$ cat config.mk
export PLATFORM = sky130hd
export DESIGN_NAME = clk_gate_ctrl
export DESIGN_NICKNAME = d
export VERILOG_FILES = /design/src/rtl/clk_gate_ctrl_pkg.sv /design/src/rtl/clk_gate_ctrl_cnt.sv /design/src/rtl/clk_gate_ctrl.sv
export SDC_FILE = /design/constraint.sdc
export NUM_CORES = 1
export LEC_CHECK = 0
export CELL_PAD_IN_SITES_DETAIL_PLACEMENT = 1
export CELL_PAD_IN_SITES_GLOBAL_PLACEMENT = 1
export CORE_MARGIN = 3
export CORE_UTILIZATION = 39
export CTS_CLUSTER_DIAMETER = 80
export CTS_CLUSTER_SIZE = 12
export DETAILED_ROUTE_END_ITERATION = 6
export GPL_TIMING_DRIVEN = 0
export PLACE_DENSITY = 0.84
export SYNTH_ARGS = -nofsm -noshare
export SYNTH_HDL_FRONTEND = slang
export SYNTH_SLANG_ARGS = --single-unit
$ cat constraint.sdc
create_clock -name clock -period 3.2 [get_ports clock]
set_input_delay 0.64 -clock clock [delete_from_list [all_inputs] [get_ports clock]]
set_output_delay 0.64 -clock clock [all_outputs]
set_load 0.005 [all_outputs]
$ cat src/rtl/clk_gate_ctrl_pkg.sv
// Shared types and constants for the idle-driven clock-gate controller.
// The state encoding is fixed so it can be read directly in waveforms.
package clk_gate_ctrl_pkg;

   typedef enum logic [1:0] {
      RUN  = 2'd0,
      IDLE = 2'd1,
      OFF  = 2'd2,
      WAKE = 2'd3
   } state_t;

   localparam int DEF_IDLE_W   = 8;
   localparam int DEF_WAKE_CYC = 2;
   localparam int MIN_CNT_W    = 4;

   // The wake count (up to 14) must always fit, even with a narrow idle threshold.
   function automatic int cnt_width(input int idle_w);
      return (idle_w > MIN_CNT_W) ? idle_w : MIN_CNT_W;
   endfunction

endpackage

$ cat src/rtl/clk_gate_ctrl_cnt.sv
// Loadable down-counter shared by the idle-timeout and wake-delay phases.
// A load takes priority over a decrement, and the count holds at zero.
module clk_gate_ctrl_cnt #(
   parameter int W = 4
) (
   input  logic         clock,
   input  logic         reset,
   input  logic         load,
   input  logic [W-1:0] load_val,
   input  logic         dec,
   output logic         zero
);

   logic [W-1:0] cnt_q;
   logic [W-1:0] cnt_d;

   always_comb begin
      cnt_d = cnt_q;
      if (load) begin
         cnt_d = load_val;
      end else if (dec && (cnt_q != '0)) begin
         cnt_d = cnt_q - W'(1);
      end
   end

   always_ff @(posedge clock) begin
      if (reset) begin
         cnt_q <= '0;
      end else begin
         cnt_q <= cnt_d;
      end
   end

   assign zero = (cnt_q == '0);

endmodule

$ cat src/rtl/clk_gate_ctrl.sv
// Clock-gate controller: turns the gated domain's clock off after a run of idle
// cycles and brings it back with a fixed settle delay before accepting requests.
module clk_gate_ctrl
   import clk_gate_ctrl_pkg::*;
#(
   parameter int IDLE_W   = DEF_IDLE_W,
   parameter int WAKE_CYC = DEF_WAKE_CYC
) (
   input  logic              clock,
   input  logic              reset,
   input  logic              en_cfg,
   input  logic [IDLE_W-1:0] idle_thr,
   input  logic              test_en,
   input  logic              req_valid,
   output logic              req_ready,
   input  logic              busy,
   output logic              gate_en,
   output logic              gated
);

   localparam int CNT_W = cnt_width(IDLE_W);

   state_t           state_q;
   state_t           state_d;
   logic             gate_en_q;
   logic             gate_en_d;
   logic             gated_q;
   logic             gated_d;
   logic             idle_cyc;
   logic             cnt_load;
   logic             cnt_dec;
   logic [CNT_W-1:0] cnt_load_val;
   logic             cnt_zero;

   assign idle_cyc = !req_valid && !busy && en_cfg && !test_en;

   clk_gate_ctrl_cnt #(
      .W (CNT_W)
   ) u_cnt (
      .clock    (clock),
      .reset    (reset),
      .load     (cnt_load),
      .load_val (cnt_load_val),
      .dec      (cnt_dec),
      .zero     (cnt_zero)
   );

   always_ff @(posedge clock) begin
      if (reset) begin
         state_q   <= RUN;
         gate_en_q <= 1'b1;
         gated_q   <= 1'b0;
      end else begin
         state_q   <= state_d;
         gate_en_q <= gate_en_d;
         gated_q   <= gated_d;
      end
   end

   // idle_thr is only sampled on the RUN->IDLE load, so mid-count changes wait.
   always_comb begin
      state_d      = state_q;
      cnt_load     = 1'b0;
      cnt_dec      = 1'b0;
      cnt_load_val = CNT_W'(idle_thr);
      case (state_q)
         RUN: begin
            if (idle_cyc) begin
               state_d  = IDLE;
               cnt_load = 1'b1;
            end
         end
         IDLE: begin
            if (!idle_cyc) begin
               state_d = RUN;
            end else if (cnt_zero) begin
               state_d = OFF;
            end else begin
               cnt_dec = 1'b1;
            end
         end
         OFF: begin
            if (!idle_cyc) begin
               state_d      = WAKE;
               cnt_load     = 1'b1;
               cnt_load_val = CNT_W'(WAKE_CYC - 1);
            end
         end
         WAKE: begin
            if (cnt_zero) begin
               state_d = RUN;
            end else begin
               cnt_dec = 1'b1;
            end
         end
         default: begin
            state_d = RUN;
         end
      endcase
   end

   // Gate enable is registered from the next state so the cell sees a clean flop output.
   always_comb begin
      req_ready = (state_q == RUN) || (state_q == IDLE);
      gate_en_d = (state_d != OFF);
      gated_d   = (state_d == OFF);
   end

   assign gate_en = gate_en_q;
   assign gated   = gated_q;

endmodule

# Yosys cells after proc, flatten, opt, wreduce, memory -nomap -nowiden
# Index checks and enable logic that the tools add are counted.
# word_totals
reg_bits	12
latchBits	0
ram_bits	0
mem_bits_ro	0
input_bits	14
output_inout_bits	3
wordCells	38
n_memories	0
# op_classes
addsub	1
multipliers	0
div	0
order_cmp	0
eq_ne	5
shifts	0
muxes	16
n_bitwise	0
reduce_logical	12
# op_table
cell	count
two-way mux 8 bit	4
two-way mux 2 bit	5
logical NOT 8 bit	1
one-hot mux 2 bit (4 select lines)	1
nonzero test 8 bit	1
subtractor 8 x 1 -> 8 bit, second input constant	1
equality test 2 bit, second input constant	3
logical AND 1 bit	4
two-way mux 1 bit	4
one-hot mux 1 bit (2 select lines)	2
logical NOT 1 bit	3
equality test 2 x 1 -> 1 bit, second input constant	1
logical NOT 2 bit	1
!= test 2 bit, second input constant	1
nonzero test 2 bit	1
logical OR 1 bit	1

# Longest topological paths before layout
# depth
ltp_word	9
mapped_depth	6
depth_no_buf	6

# Hierarchy
# A second synthesis with hierarchy kept.
# unflattened
hier_cells	90
area_unflattened_um2	770.7
# by_module_without_submodules
mod	instances	cells_per_inst	area_per_inst_um2	seq_area_each_um2
clk_gate_ctrl_cnt	1	59	515.5	160.2
clk_gate_ctrl	1	31	255.2	80.1

# Least setup slack after synthesis
# OpenSTA, ideal clock, no wires.
# synth_path
kind	input port to flip-flop
from	input req_valid
to	register u_cnt.cnt_q[0]
setup_ns	0.095
arrival_time_ns	1.972
required_time_ns	3.105
setup_slack_ns	1.133
path_stages	5
n_path_buf	1
path_cell_list	or4b_1 -> buf_6 -> mux2i_4 -> a41o_1 -> a221oi_1
# synth_between
elab_chain_cells	8
elab_cells_between_ends	14
classes_between	mux: 8; reduce/logical: 6
# synth_rtl
item	line_no	source
start, declared	clk_gate_ctrl.sv:14	input logic req_valid,
logical NOT 1 bit (*)	clk_gate_ctrl.sv:35	assign idle_cyc = !req_valid && !busy && en_cfg && !test_en;
logical AND 1 bit (*) (3 in a row)	clk_gate_ctrl.sv:35	
two-way mux 1 bit	clk_gate_ctrl.sv:74	if (!idle_cyc) begin
one-hot mux 1 bit (2 select lines)	clk_gate_ctrl.sv:66	case (state_q)
logical AND 1 bit	clk_gate_ctrl_cnt.sv:21	end else if (dec && (cnt_q != '0)) begin
nonzero test 2 bit (no source line)	n/a	
end signal, assigned	clk_gate_ctrl_cnt.sv:30	cnt_q <= cnt_d;
end, declared	clk_gate_ctrl_cnt.sv:14	logic [W-1:0] cnt_q;
# Mark *: on every way between the ends. The rest lies on a longest branch, timed or not.
# A chain may end at the register's enable or synchronous reset.

# Worst setup path after layout
# layout_path
from	input req_valid
to	register u_cnt.cnt_q[7]
# Same word-level chain as after synthesis.

==> out/metrics.yaml <==
die:
  die-area_mm2: 0.00250
  io_pins: 17
  placementRows: 15
  fp.dieW_um: 50.0
  coreArea_mm2: 0.00178
  start_util_pct: 42.3
  fp.dieH_um: 50.0
worst_setup_path:
  max_stage_delay_ns: 0.53
  cp_cell_sequence: "clkdlybuf4s50_1, or4b_1, buf_6, mux2_2, nor2_1, a311oi_1"
  path_buf_inv: 2
  criticalPathCategory: "primary input to flip-flop"
  cp.arrival_ns: 2.53
  cp.required_ns: 3.34
  end_kind: "flip-flop"
  crit_family: "simple AND/OR/NAND/NOR gates"
  crit_path_top_delay_cell: "or4b_1"
  crit_path_max_fanout: 6
  start_kind: "primary input"
synth:
  synth_common_cells: "dfxtp_1 (12), inv_1 (7), nor2_1 (7), a21oi_1 (6), a211oi_1 (5)"
  netlist.area_leader.share_pct: 31.8
  syn_nets: 99
  ys_ff_latch: 12
  yosys_warnings: 0
  synth_edf_count: 0
  syn_inst: 83
  ys_types: 36
  synth_top_cell_by_area: "dfxtp_1"
  ys_seq_area_share_pct: 31.8
  syn_area_um2: 754
  syn_area_per_cell_um2: 9.09
  synth_most_common_cell: "dfxtp_1"
  synth.top_cells.by_area: "dfxtp_1 (32%), mux2i_4 (6.0%), a211oi_1 (5.0%)"
  synthFlopType: "dfxtp_1"
  async_flop_share_pct: 0
timing:
  setup_violations: 0
  rsz0062_at_grt: "no"
  fin_skew_ns: 0.000796
  slew_headroom_pct: 66.1
  fin_setup_tns_ns: 0
  fin_crit_sh_pct: 74.9
  clock.fmax_mhz: 417
  maxSlewViolCount: 0
  worst_slew_pin_slew_ns: 0.507
  period_needed_ns: 2.40
  finalHoldViolCount: 0
cts:
  cts_buffer_depth: 2
  htreeDepth: 1
  root_buffer: "clkbuf_4"
  cts_hold_buf: 0
  clk_pin_slew_ns: 0.07
  cts_sinks: 12
  numCtsBuffers: 3
  clkLatencyLatePin_ns: 0.27
  post_cts_buffers: 0
  cts_tree: "yes"
  cts_resized: 0
drt:
  antenna_left: 0
  dr_total_vias: 747
  routedWlPerCell_um: 16.3
  drt_iter0_drc: 20
  wl_met2_um: 979
  met3_length_um: 113
  drt-total-wl_mm: 2.07
  top_layer_used: "met4"
  dr.pass1.iters: 4
  vias_per_cell: 5.88
  drc: 0
  met1_length_um: 948
global_route:
  grt_pass1_vias: 709
  grt_pass1_wl_mm: 3.42
  grt_usage_pct: 17.8
  grt_max_degree: 11
  overflow: 0
  antenna_found_initial: 0
layout:
  final_area_um2: 968
  fin_nets: 120
  diodes: 0
  syn_to_final_growth_pct: 28.4
  layout-drive-gt1-share_pct: 10.8
  fill_cells: 213
placement:
  gp_congestion: 0.836
  dpl_cell_area_um2: 946
  io_buffers: 16
  dp_hpwl_mm: 1.59
pwr:
  power_leakage_nw: 0.346
  ir_drop_mv: 0.247
  p_per_area_mw_per_mm2: 335
  total_power_mw: 0.324
min_path:
  worstHoldPathType: "flip-flop to flip-flop"
outcome:
  status: "finished clean"
run:
  cap_violations: 0
-- layout by cell type (no fill, tap or decap), types with 3 or more instances in the layout --
cell,n
clkdlybuf4s50_1,16
dfxtp_1,12
inv_1,7
nor2_1,7
a21oi_1,6
a211oi_1,5
nand2_1,4
a22oi_1,3
nor3_1,3
clkbuf_4,3
-- final timing paths --
kind	depth (start not counted)	from	end	slack, ns
worst max-delay path	6	req_valid	u_cnt.cnt_q[7]$_SDFFE_PP0P_	0.80
worst min-delay path	2	u_cnt.cnt_q[5]$_SDFFE_PP0P_	u_cnt.cnt_q[5]$_SDFFE_PP0P_	0.54
worst max register to register	4	u_cnt.cnt_q[2]$_SDFFE_PP0P_	state_q[1]$_SDFF_PP0_	1.30
worst min register to register	2	u_cnt.cnt_q[5]$_SDFFE_PP0P_	u_cnt.cnt_q[5]$_SDFFE_PP0P_	0.54
-- metal layers --
| metal | global-route usage (%) | vias up |
|---|---|---|
| li1 | - | 359 |
| met1 | 22.7 | 363 |
| met2 | 29.3 | 19 |
| met3 | 5.74 | 6 |
| met4 | 3.23 | 0 |
| met5 | 0 | - |
-- registers in the layout, indices dropped and copies added (netlist names) --
| name | flops |
|---|---|
| gate_en | 1 |
| gated | 1 |
| state_q | 2 |
| u_cnt.cnt_q | 8 |
-- kinds of logic after synthesis --
| group | after synthesis | share of synthesized area [%] |
|---|---|---|
| DFF | 12 | 31.8 |
| buffers and inverters | 9 | 5.47 |
| and+or+nand+nor | 27 | 22.7 |
| AOI/OAI and AO/OA | 28 | 26.9 |
| adders and majority gates | 2 | 3.32 |
| xor gates and xnor gates | 2 | 2.32 |
| muxes | 3 | 7.46 |
-- metrics by stage --
stage | std cells | util (%) | worst slack [ns] | hold slack [ns]
after floorplan | 83 | - | 1.13 | 0.471
after global placement | 124 | 53.1 | 0.546 | 0.505
after detailed placement | 124 | 53.1 | 0.526 | 0.522
after CTS | 127 | 54.3 | 0.813 | 0.534
after global routing | 127 | 54.3 | 0.685 | 0.557
final | 127 | 54.3 | 0.802 | 0.536
-- where the power goes --
| part | total, mW | internal (mW) | switching, mW |
|---|---|---|---|
| combinational | 0.0697 | 0.0372 | 0.0325 |
| sequential | 0.160 | 0.153 | 0.00686 |
| clock | 0.0942 | 0.0436 | 0.0506 |
| total | 0.324 | 0.234 | 0.0900 |
-- worst reg2reg max path, cell delays in order, from the launching register on --
cell     delay [ns]
dfxtp_1        0.39
nor4_2         0.48
nand4_2        0.34
or3_1          0.43
a21oi_1        0.17
-- layout make-up --
cell class / count / area (um2) / share of cell area, %
Multi-Input combinational cell: 62 / 473 / 48.8
Sequential cell: 12 / 240 / 24.8
Timing Repair Buffer: 16 / 160 / 16.5
Tap cell: 25 / 31.3 / 3.23
Inverter: 7 / 26.3 / 2.71
Clock buffer: 3 / 22.5 / 2.33
Buffer: 2 / 15.0 / 1.55
Note: power is estimated with default switching activity, not from simulation.
